$ cat src/rtl/mac_rx_crc_check.sv
// -----------------------------------------------------------------------------
// mac_rx_crc_check
//
// Receive-side MAC framer. Strips preamble/SFD, passes the frame from the
// destination address onward to a streaming sink and strips the 4-byte FCS.
// The frame is checked against the reflected CRC-32 residue. The last beat of
// each frame carries a bad-frame flag.
//
// Optional feature: define MAC_RX_LEN_CHECK_EN to also flag frames whose
// length (DA..FCS) is below 64 bytes or above MAX_FRAME_LEN.
//
// Ports
//   logic_clk       single rising-edge clock
//   logic_rstn      asynchronous active-low reset
//   phy_rxd_in      received byte
//   phy_rvalid_in   byte valid, high for the whole frame, low between frames
//   phy_rerr_in     PHY error flag, qualified by phy_rvalid_in
//   mac_tdata_out   payload byte (no backpressure)
//   mac_tvalid_out  beat valid
//   mac_tlast_out   last payload byte of the frame
//   mac_tuser_out   bad-frame flag, meaningful only with mac_tlast_out
// -----------------------------------------------------------------------------
module mac_rx_crc_check #(
    parameter int unsigned MAX_FRAME_LEN = 1518
) (
    input  logic       logic_clk,
    input  logic       logic_rstn,
    input  logic [7:0] phy_rxd_in,
    input  logic       phy_rvalid_in,
    input  logic       phy_rerr_in,
    output logic [7:0] mac_tdata_out,
    output logic       mac_tvalid_out,
    output logic       mac_tlast_out,
    output logic       mac_tuser_out
);

    localparam logic [31:0] CRC_POLY_REFL = 32'hEDB88320;
    localparam logic [31:0] CRC_RESIDUE   = 32'h2144DF1C;
    localparam logic [7:0]  PRE_BYTE      = 8'h55;
    localparam logic [7:0]  SFD_BYTE      = 8'hD5;

    typedef enum logic [1:0] {IDLE, PREAMBLE, DATA, DROP} state_t;

    state_t      state;
    state_t      state_nxt;

    logic [2:0]  pre_cnt;
    logic [2:0]  fill;
    logic [7:0]  dline [4];
    logic [7:0]  pending;
    logic [31:0] crc;
    logic        err_seen;
    logic        rvalid_q;

    logic        pre_start;
    logic        pre_inc;
    logic        sfd_hit;
    logic        data_beat;
    logic        frame_end;
    logic        frame_bad;
    logic        crc_bad;

    logic [7:0]  tdata_nxt;
    logic        tvalid_nxt;
    logic        tlast_nxt;
    logic        tuser_nxt;

    function automatic logic [31:0] crc32_byte(input logic [31:0] c_in,
                                               input logic [7:0]  d);
        logic [31:0] c;
        c = c_in;
        for (int unsigned i = 0; i < 8; i++) begin
            if (c[0] ^ d[i]) c = (c >> 1) ^ CRC_POLY_REFL;
            else             c = c >> 1;
        end
        return c;
    endfunction

    assign crc_bad = (~crc) != CRC_RESIDUE;

`ifdef MAC_RX_LEN_CHECK_EN
    logic [10:0] byte_cnt;
    logic        len_bad;

    always_ff @(posedge logic_clk or negedge logic_rstn) begin
        if (!logic_rstn) begin
            byte_cnt <= '0;
        end else if (sfd_hit) begin
            byte_cnt <= '0;
        end else if (data_beat && byte_cnt != '1) begin
            byte_cnt <= byte_cnt + 11'd1;
        end
    end

    assign len_bad   = (byte_cnt < 11'd64) || (32'(byte_cnt) > MAX_FRAME_LEN);
    assign frame_bad = crc_bad | err_seen | len_bad;
`else
    assign frame_bad = crc_bad | err_seen;
`endif

    // State register
    always_ff @(posedge logic_clk or negedge logic_rstn) begin
        if (!logic_rstn) state <= IDLE;
        else             state <= state_nxt;
    end

    // Next state, datapath strobes and next output beat
    always_comb begin
        state_nxt  = state;
        pre_start  = 1'b0;
        pre_inc    = 1'b0;
        sfd_hit    = 1'b0;
        data_beat  = 1'b0;
        frame_end  = 1'b0;
        tdata_nxt  = '0;
        tvalid_nxt = 1'b0;
        tlast_nxt  = 1'b0;
        tuser_nxt  = 1'b0;

        case (state)
            IDLE: begin
                // rvalid_q high here means the byte belongs to a frame that was
                // already running (only possible right after reset): drop it.
                if (phy_rvalid_in) begin
                    if (!rvalid_q && phy_rxd_in == PRE_BYTE) begin
                        state_nxt = PREAMBLE;
                        pre_start = 1'b1;
                    end else begin
                        state_nxt = DROP;
                    end
                end
            end
            PREAMBLE: begin
                if (!phy_rvalid_in) begin
                    state_nxt = IDLE;
                end else if (phy_rerr_in) begin
                    state_nxt = DROP;
                end else if (phy_rxd_in == PRE_BYTE) begin
                    if (pre_cnt == 3'd7) state_nxt = DROP;
                    else                 pre_inc   = 1'b1;
                end else if (phy_rxd_in == SFD_BYTE) begin
                    state_nxt = DATA;
                    sfd_hit   = 1'b1;
                end else begin
                    state_nxt = DROP;
                end
            end
            DATA: begin
                if (phy_rvalid_in) begin
                    data_beat = 1'b1;
                    if (fill == 3'd5) begin
                        tdata_nxt  = pending;
                        tvalid_nxt = 1'b1;
                    end
                end else begin
                    frame_end = 1'b1;
                    state_nxt = IDLE;
                    // Pending holds the last payload byte; the delay line
                    // holds the FCS and is simply abandoned.
                    if (fill == 3'd5) begin
                        tdata_nxt  = pending;
                        tvalid_nxt = 1'b1;
                        tlast_nxt  = 1'b1;
                        tuser_nxt  = frame_bad;
                    end
                end
            end
            DROP: begin
                if (!phy_rvalid_in) state_nxt = IDLE;
            end
            default: state_nxt = IDLE;
        endcase
    end

    // Datapath: preamble counter, FCS delay line, CRC, error flag, outputs
    always_ff @(posedge logic_clk or negedge logic_rstn) begin
        if (!logic_rstn) begin
            pre_cnt        <= '0;
            fill           <= '0;
            dline          <= '{default: '0};
            pending        <= '0;
            crc            <= '1;
            err_seen       <= 1'b0;
            rvalid_q       <= 1'b1;
            mac_tdata_out  <= '0;
            mac_tvalid_out <= 1'b0;
            mac_tlast_out  <= 1'b0;
            mac_tuser_out  <= 1'b0;
        end else begin
            rvalid_q       <= phy_rvalid_in;
            mac_tdata_out  <= tdata_nxt;
            mac_tvalid_out <= tvalid_nxt;
            mac_tlast_out  <= tlast_nxt;
            mac_tuser_out  <= tuser_nxt;

            if (pre_start)    pre_cnt <= 3'd1;
            else if (pre_inc) pre_cnt <= pre_cnt + 3'd1;

            if (sfd_hit) begin
                fill     <= '0;
                crc      <= '1;
                err_seen <= 1'b0;
            end else if (data_beat) begin
                crc      <= crc32_byte(crc, phy_rxd_in);
                dline[0] <= phy_rxd_in;
                dline[1] <= dline[0];
                dline[2] <= dline[1];
                dline[3] <= dline[2];
                pending  <= dline[3];
                if (fill != 3'd5) fill <= fill + 3'd1;
                if (phy_rerr_in)  err_seen <= 1'b1;
            end
        end
    end

endmodule

$ cat config.mk
export PLATFORM = sky130hd
export DESIGN_NAME = mac_rx_crc_check
export DESIGN_NICKNAME = d
export VERILOG_FILES = /design/src/rtl/mac_rx_crc_check.sv
export SDC_FILE = /design/constraint.sdc
export NUM_CORES = 1
export LEC_CHECK = 0
export BUFFER_PORTS_ARGS = -buffer_cell sky130_fd_sc_hd__buf_4
export CORE_MARGIN = 10
export CORE_UTILIZATION = 60
export CTS_CLUSTER_DIAMETER = 120
export DETAILED_ROUTE_END_ITERATION = 16
export GPL_ROUTABILITY_DRIVEN = 0
export MAX_ROUTING_LAYER = met4
export PLACE_DENSITY = 0.74
export SLEW_MARGIN = 20
export SYNTH_ARGS = -nofsm -noshare
export SYNTH_HDL_FRONTEND = slang
export SYNTH_SLANG_ARGS = --single-unit
export TNS_END_PERCENT = 100
$ cat constraint.sdc
create_clock -name logic_clk -period 3.15 [get_ports logic_clk]
set_clock_uncertainty 0.15 [all_clocks]
set_input_delay 0.1575 -clock logic_clk [delete_from_list [all_inputs] [get_ports logic_clk]]
set_output_delay 0.1575 -clock logic_clk [all_outputs]
set_load 0.05 [all_outputs]
==> results of run 1 <==
## registers in the layout, indices dropped and copies added (netlist names)
signal	flops
mac_tlast_out	1
mac_tdata_out	8
pre_cnt	3
dline	32
mac_tuser_out	1
pending	8
mac_tvalid_out	1
state	2
rvalid_q	1
err_seen	1
crc	32
fill	3
## layer usage
| metal | vias to the layer above | GRT usage | part of all wire | routed length (um) |
|---|---|---|---|---|
| met4 | 0 | 0.0629 | 0.014 | 125 |
| met3 | 13 | 0.0405 | 0.050 | 452 |
| met1 | 1410 | 0.229 | 0.48 | 4300 |
| met2 | 69 | 0.252 | 0.46 | 4090 |
| li1 | 1462 | - | - | - |
| met5 | - | - | 0 | 0 |
## synthesized netlist by cell type, drive strengths merged, types with 2 or more instances
library cell / n / area (sq um)
dfstp: 33 / 867
o211ai: 31 / 233
nand3: 2 / 10.0
mux2i: 2 / 20.0
xnor2: 49 / 516
nor4: 4 / 25.0
nand2: 161 / 604
nand4b: 2 / 17.5
nor2: 5 / 18.8
xor2: 20 / 190
nor3: 2 / 10.0
nand4: 4 / 25.0
nor4bb: 2 / 20.0
clkbuf: 19 / 71.3
nand2b: 3 / 18.8
ha: 4 / 50.1
dfrtp: 60 / 1500
xnor3: 2 / 47.6
and2: 11 / 68.8
## worst paths after layout
kind | start | end | slack [ps] | depth (start not counted)
max | phy_rxd_in[1] | crc[24] | 690 | 7
min | logic_rstn | fill[2] | 300 | 2
max reg2reg | crc[1] | crc[24] | 800 | 5
min reg2reg | dline[2] | pending[2] | 320 | 2
max in group asynchronous | logic_rstn | crc[10] | 1660 | 3
min in group logic_clk | dline[2] | pending[2] | 320 | 2
## power by group through the flow
stage / clock network, mW / logic, mW / registers (mW)
2_1_floorplan: 0 / 2.10 / 1.93
3_3_place_gp: 0 / 2.56 / 1.98
3_5_place_dp: 0 / 2.59 / 2.00
4_1_cts: 1.00 / 2.62 / 1.98
5_1_grt: 1.04 / 2.86 / 2.03
6_report: 0.978 / 2.60 / 1.98
## area by class of cell
cell class | instances | area, sq um
Sequential cell | 93 | 2370
Fill cell | 554 | 2150
Multi-Input combinational cell | 318 | 2000
Timing Repair Buffer | 38 | 313
Clock buffer | 10 | 138
Tap cell | 99 | 124
Clock inverter | 6 | 116
Inverter | 1 | 3.75
## metrics by stage
stage          setup slack [ps]  hold slack (ps)  instances  utilization
2_1_floorplan               983             -288        432            -
3_3_place_gp                929              174        538        0.651
3_5_place_dp                830              173        538        0.651
4_1_cts                     724              315        565        0.701
5_1_grt                     599              346        565        0.701
6_report                    687              297        565        0.701
## worst reg2reg max path, stage by stage (launching register included)
cell and delay, ps:
sky130_fd_sc_hd__dfstp_2 580, sky130_fd_sc_hd__xnor2_2 190, sky130_fd_sc_hd__xnor2_4 360, sky130_fd_sc_hd__xnor3_2 520, sky130_fd_sc_hd__or3b_1 370, sky130_fd_sc_hd__nand4_1 110
## cell families (layout without fill, tap and decap cells)
| group | after synthesis | after routing | synth area share |
|---|---|---|---|
| AOI/OAI and AO/OA | 37 | 37 | 0.0632 |
| xor gates and xnor gates | 71 | 71 | 0.170 |
| adders and majority gates | 4 | 4 | 0.0113 |
| and+or+nand+nor | 204 | 204 | 0.199 |
| buffers and inverters | 21 | 55 | 0.0180 |
| DFF | 93 | 93 | 0.534 |
| muxes | 2 | 2 | 0.00451 |
## layout by cell type, fill, tap and decap left out, types with 3 or more instances in the layout
| cell type | instances |
|---|---|
| sky130_fd_sc_hd__xnor2_2 | 9 |
| sky130_fd_sc_hd__dfrtp_1 | 60 |
| sky130_fd_sc_hd__nor2_1 | 5 |
| sky130_fd_sc_hd__ha_1 | 4 |
| sky130_fd_sc_hd__nand2b_1 | 3 |
| sky130_fd_sc_hd__nand2_1 | 161 |
| sky130_fd_sc_hd__o211ai_1 | 31 |
| sky130_fd_sc_hd__dlygate4sd3_1 | 11 |
| sky130_fd_sc_hd__xor2_1 | 18 |
| sky130_fd_sc_hd__bufinv_16 | 3 |
| sky130_fd_sc_hd__xnor2_1 | 39 |
| sky130_fd_sc_hd__buf_4 | 27 |
| sky130_fd_sc_hd__and2_1 | 11 |
| sky130_fd_sc_hd__nor4_1 | 4 |
| sky130_fd_sc_hd__dfstp_2 | 33 |
| sky130_fd_sc_hd__nand4_1 | 4 |
| sky130_fd_sc_hd__clkbuf_8 | 10 |
==> implementation parameters, run 1 <==
Parameter                              Value

Floorplanning
  I/O pin total    23
  Die W    ~110 um
  Initial core utilization    0.615
  Placeable core region    0.00721 sq mm
  Number of rows created at floorplan    31
  Die Span Y    106 um
  Die Footprint    0.0112 sq mm

Flow run
  Max Cap Violations    0

Global routing
  Antenna violations before repair    0
  Overall fraction of global-route tracks in use    0.172
  Number of global-route vias before repair    roughly 3000
  Wire length of the first global-routing pass    15200 um
  Pin count of the biggest net entering global routing    75
  Global-route congestion overflow total    0

Synth
  Post-synthesis area per instance    10.3 sq um
  Syn nets    448
  Register area share after synthesis    0.534
  Ys flop type    sky130_fd_sc_hd__dfrtp_1
  Gate count after technology mapping    between 400 and 500
  Fraction of synthesis flops using an asynchronous set or reset pin    1.00
  Number of distinct library cells after synthesis    38
  Number of flip-flops and latches in the synthesized netlist    slightly above 90
  Synth Cell Area    between 0.004 and 0.005 sq mm
  Number of warning messages in the yosys log    0
  Number of synthesized flops with an enable pin    0

Clock network
  Clock input transition at the sequential cells of the worst setup and hold paths    roughly 90 ps
  Clk Tree Root Cell    sky130_fd_sc_hd__clkbuf_8
  Hold-fix buffers, CTS    11
  Cts repair resizes    0
  Deepest clock path buffer count    2
  Clock tree from TritonCTS    done
  Clock buffers created by TritonCTS    9
  TritonCTS sink count    93
  H-tree levels    3
  Clk_lat worst skew    approximately 370 ps
  Number of setup buffers added after CTS    0

Finish
  Area overhead of the layout relative to synthesis    14.0%
  Fin nets    between 400 and 500
  Fraction of layout cells with a size suffix above 1    0.195
  Number of antenna diodes    0
  Total non-filler cell area in the finished layout    0.00506 sq mm

STA
  # setup viols final    0
  Number of pins exceeding their max-slew limit in the final report    0
  Setup repair after global routing missed its margin    no
  Highest clock rate    406 MHz
  Final Cycle Share    0.782
  Final critical path time including I/O delays and setup    about 2500 ps
  Worst rel slew slack    0.403
  Hold Fails Final Rpt    0
  Transition time at the pin with the least slew margin    895 ps
  Sum of negative setup slack    0 ps

Power
  Total Power Consumption    5.56 mW
  Logic pwr share    0.468
  Net switching component of the power    ~2.1 mW
  Worst IR drop on VDD    between 600 and 700 uV
  Fraction of power consumed by sequential logic    0.356
  Switching share of total power    0.372
  Total leakage power    2.39 nW
  Power share of the clock group    0.176
  Power Density    approximately 1100 mW/mm^2
  Pint    roughly 3.5 mW

Placed design
  Placed instance area    approximately 0.0047 sq mm
  Number of port buffers    22
  HPWL Detailed    6110 um

Setup path
  Largest fanout on the critical path    7
  Req. time, crit path    roughly 3300 ps
  Critical path's largest stage delay    ~540 ps
  WP buf/inv    2
  Endpoint class of the critical path    flop
  Data arrival time of the worst path    around 2600 ps
  CP delay by family, top    XOR/XNOR gates
  Slowest cell on the critical path    sky130_fd_sc_hd__dlygate4sd3_1
  Cells along the critical path    dlygate4sd3_1, buf_4, xnor2_2, xnor2_4, xnor3_2, or3b_1, nand4_1
  Worst setup path class    primary input to flop
  CP Launch Type    primary input

Run status
  Outcome    finished clean

Drt
  Residual DRC    0
  Via count normalized by instance count    approximately 5.2
  Total via count in the routed design    between 2000 and 3000
  Iter 0 DRT Violations    around 210
  Average wire length per cell after detail routing    15.9 um
  Routed Antenna Nets    0
  Number of iterations in the first detailed-routing pass    5
  Wirelength, routed    roughly 9000 um

Min path
  Classification of the worst-slack hold path    primary input to asynchronous set/reset pin
Power figures use the tool's default switching activity.
==> run 2, diff against run 1 <==
==> constraint.sdc (replaced) <==
create_clock -name logic_clk -period 2.3 [get_ports logic_clk]
set_clock_uncertainty 0.15 [all_clocks]
set_input_delay 0.115 -clock logic_clk [delete_from_list [all_inputs] [get_ports logic_clk]]
set_output_delay 0.115 -clock logic_clk [all_outputs]
set_load 0.05 [all_outputs]
==> run 2 against run 1 <==
Effect of this change:
- setup slack worse by 560 ps
- die area stayed put
- critical path type unchanged
- sequential cell count stayed put
==> implementation parameters, run 2 (same netlist as run 1, synthesis figures left out) <==
Parameter                              Value

Power
  Power Density    1470 mW/mm^2 (was 1100 mW/mm^2)
  Switching share of total power    0.388 (was 0.372)
  Logic pwr share    0.499 (was 0.468)
  Worst IR drop on VDD    908 uV (was 694 uV)
  Pint    4.58 mW (was 3.50 mW)
  Net switching component of the power    2.90 mW (was 2.07 mW)
  Fraction of power consumed by sequential logic    0.363 (was 0.356)
  Total leakage power    2.41 nW (was 2.39 nW)
  Total Power Consumption    7.48 mW (was 5.56 mW)
  Power share of the clock group    0.138 (was 0.176)

Floorplanning
  Die Footprint    0.0112 sq mm (unchanged)
  Die W    106 um (unchanged)
  Number of rows created at floorplan    31 (unchanged)
  I/O pin total    23 (unchanged)
  Placeable core region    0.00721 sq mm (unchanged)
  Initial core utilization    0.615 (unchanged)
  Die Span Y    106 um (unchanged)

Setup path
  Req. time, crit path    2450 ps (was 3300 ps)
  Data arrival time of the worst path    2320 ps (was 2620 ps)
  Worst setup path class    primary input to flop (unchanged)
  CP Launch Type    primary input (unchanged)
  Largest fanout on the critical path    6 (was 7)
  Endpoint class of the critical path    flop (unchanged)

Finish
  Leading cell types in the layout, fill and taps excluded    161 x sky130_fd_sc_hd__nand2_1, 60 x sky130_fd_sc_hd__dfrtp_1, 37 x sky130_fd_sc_hd__xnor2_1, 33 x sky130_fd_sc_hd__dfstp_2, 31 x sky130_fd_sc_hd__o211ai_1 (was 161 x sky130_fd_sc_hd__nand2_1, 60 x sky130_fd_sc_hd__dfrtp_1, 39 x sky130_fd_sc_hd__xnor2_1, 33 x sky130_fd_sc_hd__dfstp_2, 31 x sky130_fd_sc_hd__o211ai_1)
  Area overhead of the layout relative to synthesis    14.5% (was 14.0%)
  Most frequent standard cell in the layout excluding fill and tap cells    sky130_fd_sc_hd__nand2_1 (unchanged)
  Largest registers in the final layout    crc x32, dline x32 (unchanged)
  Fin nets    482 (was 477)
  Number of antenna diodes    0 (unchanged)
  Fraction of layout cells with a size suffix above 1    0.208 (was 0.195)

Global routing
  Antenna violations before repair    0 (unchanged)
  Overall fraction of global-route tracks in use    0.169 (was 0.172)
  Global-route congestion overflow total    0 (unchanged)
  Wire length of the first global-routing pass    15000 um (was 15200 um)
  Number of global-route vias before repair    2975 (was 3008)
  Pin count of the biggest net entering global routing    56 (was 75)

Drt
  Routed Antenna Nets    0 (unchanged)
  Total via count in the routed design    3050 (was 2954)
  Via count normalized by instance count    5.35 (was 5.23)
  Iter 0 DRT Violations    144 (was 208)
  Residual DRC    0 (unchanged)
  Number of iterations in the first detailed-routing pass    4 (was 5)
  Wirelength, routed    8790 um (was 8960 um)
  Average wire length per cell after detail routing    15.4 um (was 15.9 um)

STA
  Setup repair after global routing missed its margin    no (unchanged)
  Post-route setup slack    126 ps (was 687 ps)
  Sum of negative setup slack    0 ps (unchanged)
  Worst rel slew slack    0.572 (was 0.403)
  Final Cycle Share    0.945
  Hold Fails Final Rpt    0 (unchanged)
  Highest clock rate    ~460 MHz
  # setup viols final    0 (unchanged)
  Number of pins exceeding their max-slew limit in the final report    0 (unchanged)
  Final critical path time including I/O delays and setup    2170 ps
  Transition time at the pin with the least slew margin    637 ps (was 895 ps)

Placed design
  HPWL Detailed    6130 um (was 6110 um)
  Number of port buffers    22 (unchanged)
  Setup Slack @ Placement    145 ps (was 830 ps)

Clock network
  TritonCTS sink count    93 (unchanged)
  Clk_lat worst skew    360 ps (was 370 ps)
  Number of setup buffers added after CTS    0 (unchanged)
  Clock buffers created by TritonCTS    9 (unchanged)
  Clock tree from TritonCTS    done (unchanged)
  Clock input transition at the sequential cells of the worst setup and hold paths    90 ps (about the same)
  Deepest clock path buffer count    2 (unchanged)
  Clk Tree Root Cell    sky130_fd_sc_hd__clkbuf_8 (unchanged)
  H-tree levels    3 (unchanged)

Flow run
  Max Cap Violations    0 (unchanged)

Min path
  Classification of the worst-slack hold path    primary input to asynchronous set/reset pin (unchanged)

Run status
  Outcome    finished clean (unchanged)
## run 2: cell types whose count changed in the layout (fill, tap and decap cells not counted), moves of 2 or more
| cell | change |
|---|---|
| sky130_fd_sc_hd__buf_4 | +3 |
| sky130_fd_sc_hd__bufinv_16 | -3 |
| sky130_fd_sc_hd__buf_12 | +2 |
| sky130_fd_sc_hd__inv_8 | +2 |
| sky130_fd_sc_hd__xnor2_1 | -2 |
## run 2: what timing repair did
action,4_1_cts,5_1_grt
resized for setup,0,3
hold buffers,11,0
setup endpoints to repair,0,4
endpoints found under the hold margin,52,0
## run 2: path summary, 6_finish.rpt
check	startpoint	endpoint	slack [ps]	cells after the start
setup / recovery	phy_rxd_in[7]	crc[24]	130	7
hold / removal	logic_rstn	fill[0]	100	2
setup reg to reg	crc[5]	crc[24]	140	5
hold reg to reg	dline[24]	dline[16]	320	2
max in group asynchronous	logic_rstn	crc[5]	1190	3
min in group logic_clk	phy_rvalid_in	rvalid_q	320	2
## run 2: power groups by stage
stage	clock [mW]	combinational, mW	sequential (mW)
after floorplan	0	2.88	2.65
after global placement	0	3.60	2.72
after detailed placement	0	3.60	2.73
after CTS	1.06	3.66	2.71
after global routing	1.12	4.08	2.77
final	1.03	3.73	2.72
## run 2: final cells by class
cell class | instances | area (sq um)
clock buffers | 9 | 124
clock inverters | 7 | 62.6
fillers | 552 | 2130
inverters | 1 | 3.75
multi-input cells | 318 | 2020
flip-flops and latches | 93 | 2370
well taps | 99 | 124
repair buffers | 43 | 375
## run 2: per-stage QoR
step	instances	hold WS (ps)	utilization	area (sq um)
2_1_floorplan	432	-331	-	4440
3_3_place_gp	543	-36.8	0.660	4760
3_5_place_dp	543	-38.1	0.660	4760
4_1_cts	570	113	0.701	5050
5_1_grt	570	134	0.704	5080
6_report	570	104	0.704	5080
## run 2: layer usage
metal	global-route usage	vias to the layer above	share of wire
met4	0.0696	0	0.019
met2	0.231	64	0.44
li1	-	1476	-
met1	0.239	1497	0.49
met5	-	-	0
met3	0.0344	13	0.050
## run 2: worst max-delay path, cell delays in order
cell	delay, ps
sky130_fd_sc_hd__dlygate4sd3_1	540
sky130_fd_sc_hd__buf_4	170
sky130_fd_sc_hd__xnor2_2	390
sky130_fd_sc_hd__xnor2_4	170
sky130_fd_sc_hd__xnor3_2	470
sky130_fd_sc_hd__or3b_1	360
sky130_fd_sc_hd__nand4_1	100
==> run 3, diff against run 2 <==
--- a/config.mk
+++ b/config.mk
@@ -13,6 +13,7 @@
 export GPL_ROUTABILITY_DRIVEN = 0
 export MAX_ROUTING_LAYER = met4
 export PLACE_DENSITY = 0.74
+export SETUP_SLACK_MARGIN = 0.2
 export SLEW_MARGIN = 20
 export SYNTH_ARGS = -nofsm -noshare
 export SYNTH_HDL_FRONTEND = slang
==> constraint.sdc (replaced) <==
create_clock -name logic_clk -period 2.3 [get_ports logic_clk]
set_clock_uncertainty 0.15 [all_clocks]
set_input_delay 0.23 -clock logic_clk [delete_from_list [all_inputs] [get_ports logic_clk]]
set_output_delay 0.23 -clock logic_clk [all_outputs]
set_load 0.05 [all_outputs]
==> run 3 against run 2 <==
Effect of this change:
- maximum frequency grew 1.2%
- first-iteration DRC count shrank 15%
- final cell count grew 2.5%
- via count up 1.1%
- sequential share of layout area fell by 1.3 points
- sequential power hardly changed
- largest cell class unchanged
- largest power group unchanged
==> implementation parameters, run 3 (same netlist as run 1, synthesis figures left out) <==
Parameter                              Value

Global routing
  Global-route congestion overflow total    0 (unchanged)
  Antenna violations before repair    0 (unchanged)
  Wire length of the first global-routing pass    15500 um (was 15000 um)
  Pin count of the biggest net entering global routing    45 (was 56)
  Overall fraction of global-route tracks in use    0.176 (was 0.169)
  Number of global-route vias before repair    3151 (was 2975)

Power
  Power Density    1470 mW/mm^2 (about the same)
  Total leakage power    2.46 nW (was 2.41 nW)
  Net switching component of the power    2.94 mW (was 2.90 mW)
  Logic pwr share    0.516 (was 0.499)
  Fraction of power consumed by sequential logic    0.355 (was 0.363)
  Power share of the clock group    0.129 (was 0.138)
  Pint    4.76 mW (was 4.58 mW)
  Switching share of total power    0.382 (was 0.388)
  Worst IR drop on VDD    1400 uV (was 908 uV)

Finish
  Fraction of layout cells with a size suffix above 1    0.231 (was 0.208)
  Register area    0.00237 sq mm (unchanged)
  Area of the multi-input gates    0.00208 sq mm (was 0.00202 sq mm)
  Total of fill cells in the finished design    532 (was 552)
  Area overhead of the layout relative to synthesis    17.9% (was 14.5%)
  Count of placed standard cells in the final layout, fillers left out    584 (was 570)
  Largest registers in the final layout    crc x32, dline x32 (unchanged)
  Most frequent standard cell in the layout excluding fill and tap cells    sky130_fd_sc_hd__nand2_1 (unchanged)
  Leading cell types in the layout, fill and taps excluded    161 x sky130_fd_sc_hd__nand2_1, 60 x sky130_fd_sc_hd__dfrtp_1, 44 x sky130_fd_sc_hd__buf_4, 38 x sky130_fd_sc_hd__xnor2_1, 33 x sky130_fd_sc_hd__dfstp_2 (was 161 x sky130_fd_sc_hd__nand2_1, 60 x sky130_fd_sc_hd__dfrtp_1, 37 x sky130_fd_sc_hd__xnor2_1, 33 x sky130_fd_sc_hd__dfstp_2, 31 x sky130_fd_sc_hd__o211ai_1)
  Fin nets    496 (was 482)
  Number of antenna diodes    0 (unchanged)

Drt
  Routed Antenna Nets    0 (unchanged)
  Iter 0 DRT Violations    123 (was 144)
  Residual DRC    0 (unchanged)
  Total via count in the routed design    3085 (was 3050)
  Via count normalized by instance count    5.28 (was 5.35)
  Number of iterations in the first detailed-routing pass    4 (unchanged)
  Average wire length per cell after detail routing    15.9 um (was 15.4 um)
  Wirelength, routed    9300 um (was 8790 um)

Setup path
  Startpoint of the worst-slack reg-to-reg timing path    state[1] (was crc[5])
  Number of gates on the worst path with buffers counted    8 (was 7)
  WP buf/inv    4 (was 2)
  CP delay by family, top    buffers and inverters (was XOR/XNOR gates)
  Worst R2R Setup Slack    160 ps (was 140 ps)
  Cell count of the worst reg-to-reg path    6 (was 5)
  Slowest cell on the critical path    sky130_fd_sc_hd__dlygate4sd3_1 (unchanged)
  CP Launch Type    primary input (unchanged)
  Endpoint of the worst-slack reg-to-reg timing path    crc[0] (was crc[24])
  Endpoint class of the critical path    flop (unchanged)
  Library cell appearing most often on the critical path    sky130_fd_sc_hd__buf_4
  Largest fanout on the critical path    32 (was 6)
  Cells along the critical path    dlygate4sd3_1, buf_4, nor4b_1, buf_4, and4_1, nand3_2, buf_8, o211ai_1 (was dlygate4sd3_1, buf_4, xnor2_2, xnor2_4, xnor3_2, or3b_1, nand4_1)
  Data arrival time of the worst path    2270 ps (was 2320 ps)
  Req. time, crit path    2420 ps (was 2450 ps)
  Critical path's largest stage delay    540 ps (about the same)
  Worst setup path class    primary input to flop (unchanged)

Placed design
  HPWL Detailed    6460 um (was 6130 um)
  Placed insts    551 (was 543)
  Number of port buffers    22 (unchanged)

Clock network
  Clk Tree Root Cell    sky130_fd_sc_hd__clkbuf_8 (unchanged)
  Clk_lat worst skew    370 ps (was 360 ps)
  Clock input transition at the sequential cells of the worst setup and hold paths    90 ps (about the same)
  TritonCTS sink count    93 (unchanged)
  H-tree levels    3 (unchanged)
  Clock tree from TritonCTS    done (unchanged)
  Clock buffers created by TritonCTS    9 (unchanged)
  Deepest clock path buffer count    2 (unchanged)

STA
  Final critical path time including I/O delays and setup    2150 ps (was 2170 ps)
  Highest clock rate    466 MHz (was 460 MHz)
  Setup repair after global routing missed its margin    yes (was no)
  Sum of negative setup slack    0 ps (unchanged)
  Final Cycle Share    0.934 (was 0.945)
  Hold Fails Final Rpt    0 (unchanged)
  # setup viols final    0 (unchanged)
  Number of pins exceeding their max-slew limit in the final report    0 (unchanged)
  Transition time at the pin with the least slew margin    574 ps (was 637 ps)
  Worst rel slew slack    0.616 (was 0.572)

Floorplanning
  Die Span Y    106 um (unchanged)
  Initial core utilization    0.615 (unchanged)
  Placeable core region    0.00721 sq mm (unchanged)
  Number of rows created at floorplan    31 (unchanged)
  I/O pin total    23 (unchanged)
  Die Footprint    0.0112 sq mm (unchanged)
  Die W    106 um (unchanged)

Flow run
  Max Cap Violations    0 (unchanged)

Min path
  Hold path cells    4
  Hold path startpoint    phy_rxd_in[5]
  Worst Hold Endpoint    state[0]
  Classification of the worst-slack hold path    primary input to flop (was primary input to asynchronous set/reset pin)

Run status
  Outcome    finished clean (unchanged)
[run 3: cell types whose count changed in the layout (fill, tap and decap cells not counted), moves of 2 or more]
cell,previous run,this run
sky130_fd_sc_hd__xnor2_2,10,5
sky130_fd_sc_hd__inv_8,2,0
sky130_fd_sc_hd__xnor2_4,2,6
sky130_fd_sc_hd__buf_4,30,44
sky130_fd_sc_hd__clkinvlp_4,0,2
[run 3: cell type report]
cell class / instances / share of cell area
clock buffer: 10 / 0.0244
sequential: 93 / 0.453
multi-input combinational: 318 / 0.398
timing repair buffer: 57 / 0.0909
tap: 99 / 0.0237
inverter: 1 / 0.000718
clock inverter: 6 / 0.00885
[run 3: layer usage]
layer | global-route usage | up-vias | part of all wire
met4 | 0.0667 | 0 | 0.020
met5 | - | - | 0
li1 | - | 1501 | -
met3 | 0.0386 | 18 | 0.033
met2 | 0.292 | 52 | 0.53
met1 | 0.207 | 1514 | 0.42
[run 3: stage by stage]
stage | area (sq um) | utilization | hold WS [ps] | setup WS, ps | power (mW)
floorplan | 4470 | - | -216 | 207 | 5.58
global placement | 4840 | 0.670 | 34.2 | 208 | 6.45
detailed placement | 4840 | 0.670 | 37.3 | 164 | 6.53
CTS | 5140 | 0.713 | 125 | 203 | 7.59
global route | 5230 | 0.725 | 145 | 59.1 | 8.18
finish | 5230 | 0.725 | 155 | 153 | 7.70
[run 3: power by group through the flow]
stage | logic, mW | clock network (mW) | registers (mW)
floorplan | 2.92 | 0 | 2.66
global placement | 3.73 | 0 | 2.72
detailed placement | 3.78 | 0 | 2.75
CTS | 3.85 | 1.02 | 2.72
global route | 4.30 | 1.08 | 2.80
finish | 3.97 | 0.995 | 2.73
[run 3: tightest hold or removal path, stage by stage]
cell and delay, ps:
sky130_fd_sc_hd__buf_4 130, sky130_fd_sc_hd__nor4bb_2 70, sky130_fd_sc_hd__nand2_1 70, sky130_fd_sc_hd__o211a_1 150
[run 3: worst max-delay path by stage]
stage	endpoint	from	slack (ps)
after floorplan	crc[24]	crc[1]	210
after global placement	crc[24]	crc[1]	210
after detailed placement	crc[20]	crc[0]	160
after CTS	crc[24]	crc[1]	200
after global routing	crc[0]	state[1]	60
final	crc[0]	phy_rxd_in[3]	150
[run 3: timing repair]
| action | in CTS | in global routing |
|---|---|---|
| setup buffers | 1 | 5 |
| endpoints found under the setup margin | 15 | 32 |
| pin swaps | 1 | 6 |
| gates cloned | 0 | 0 |
| endpoints found under the hold margin | 42 | 0 |
| hold buffers | 11 | 0 |
| gates resized for setup | 2 | 6 |
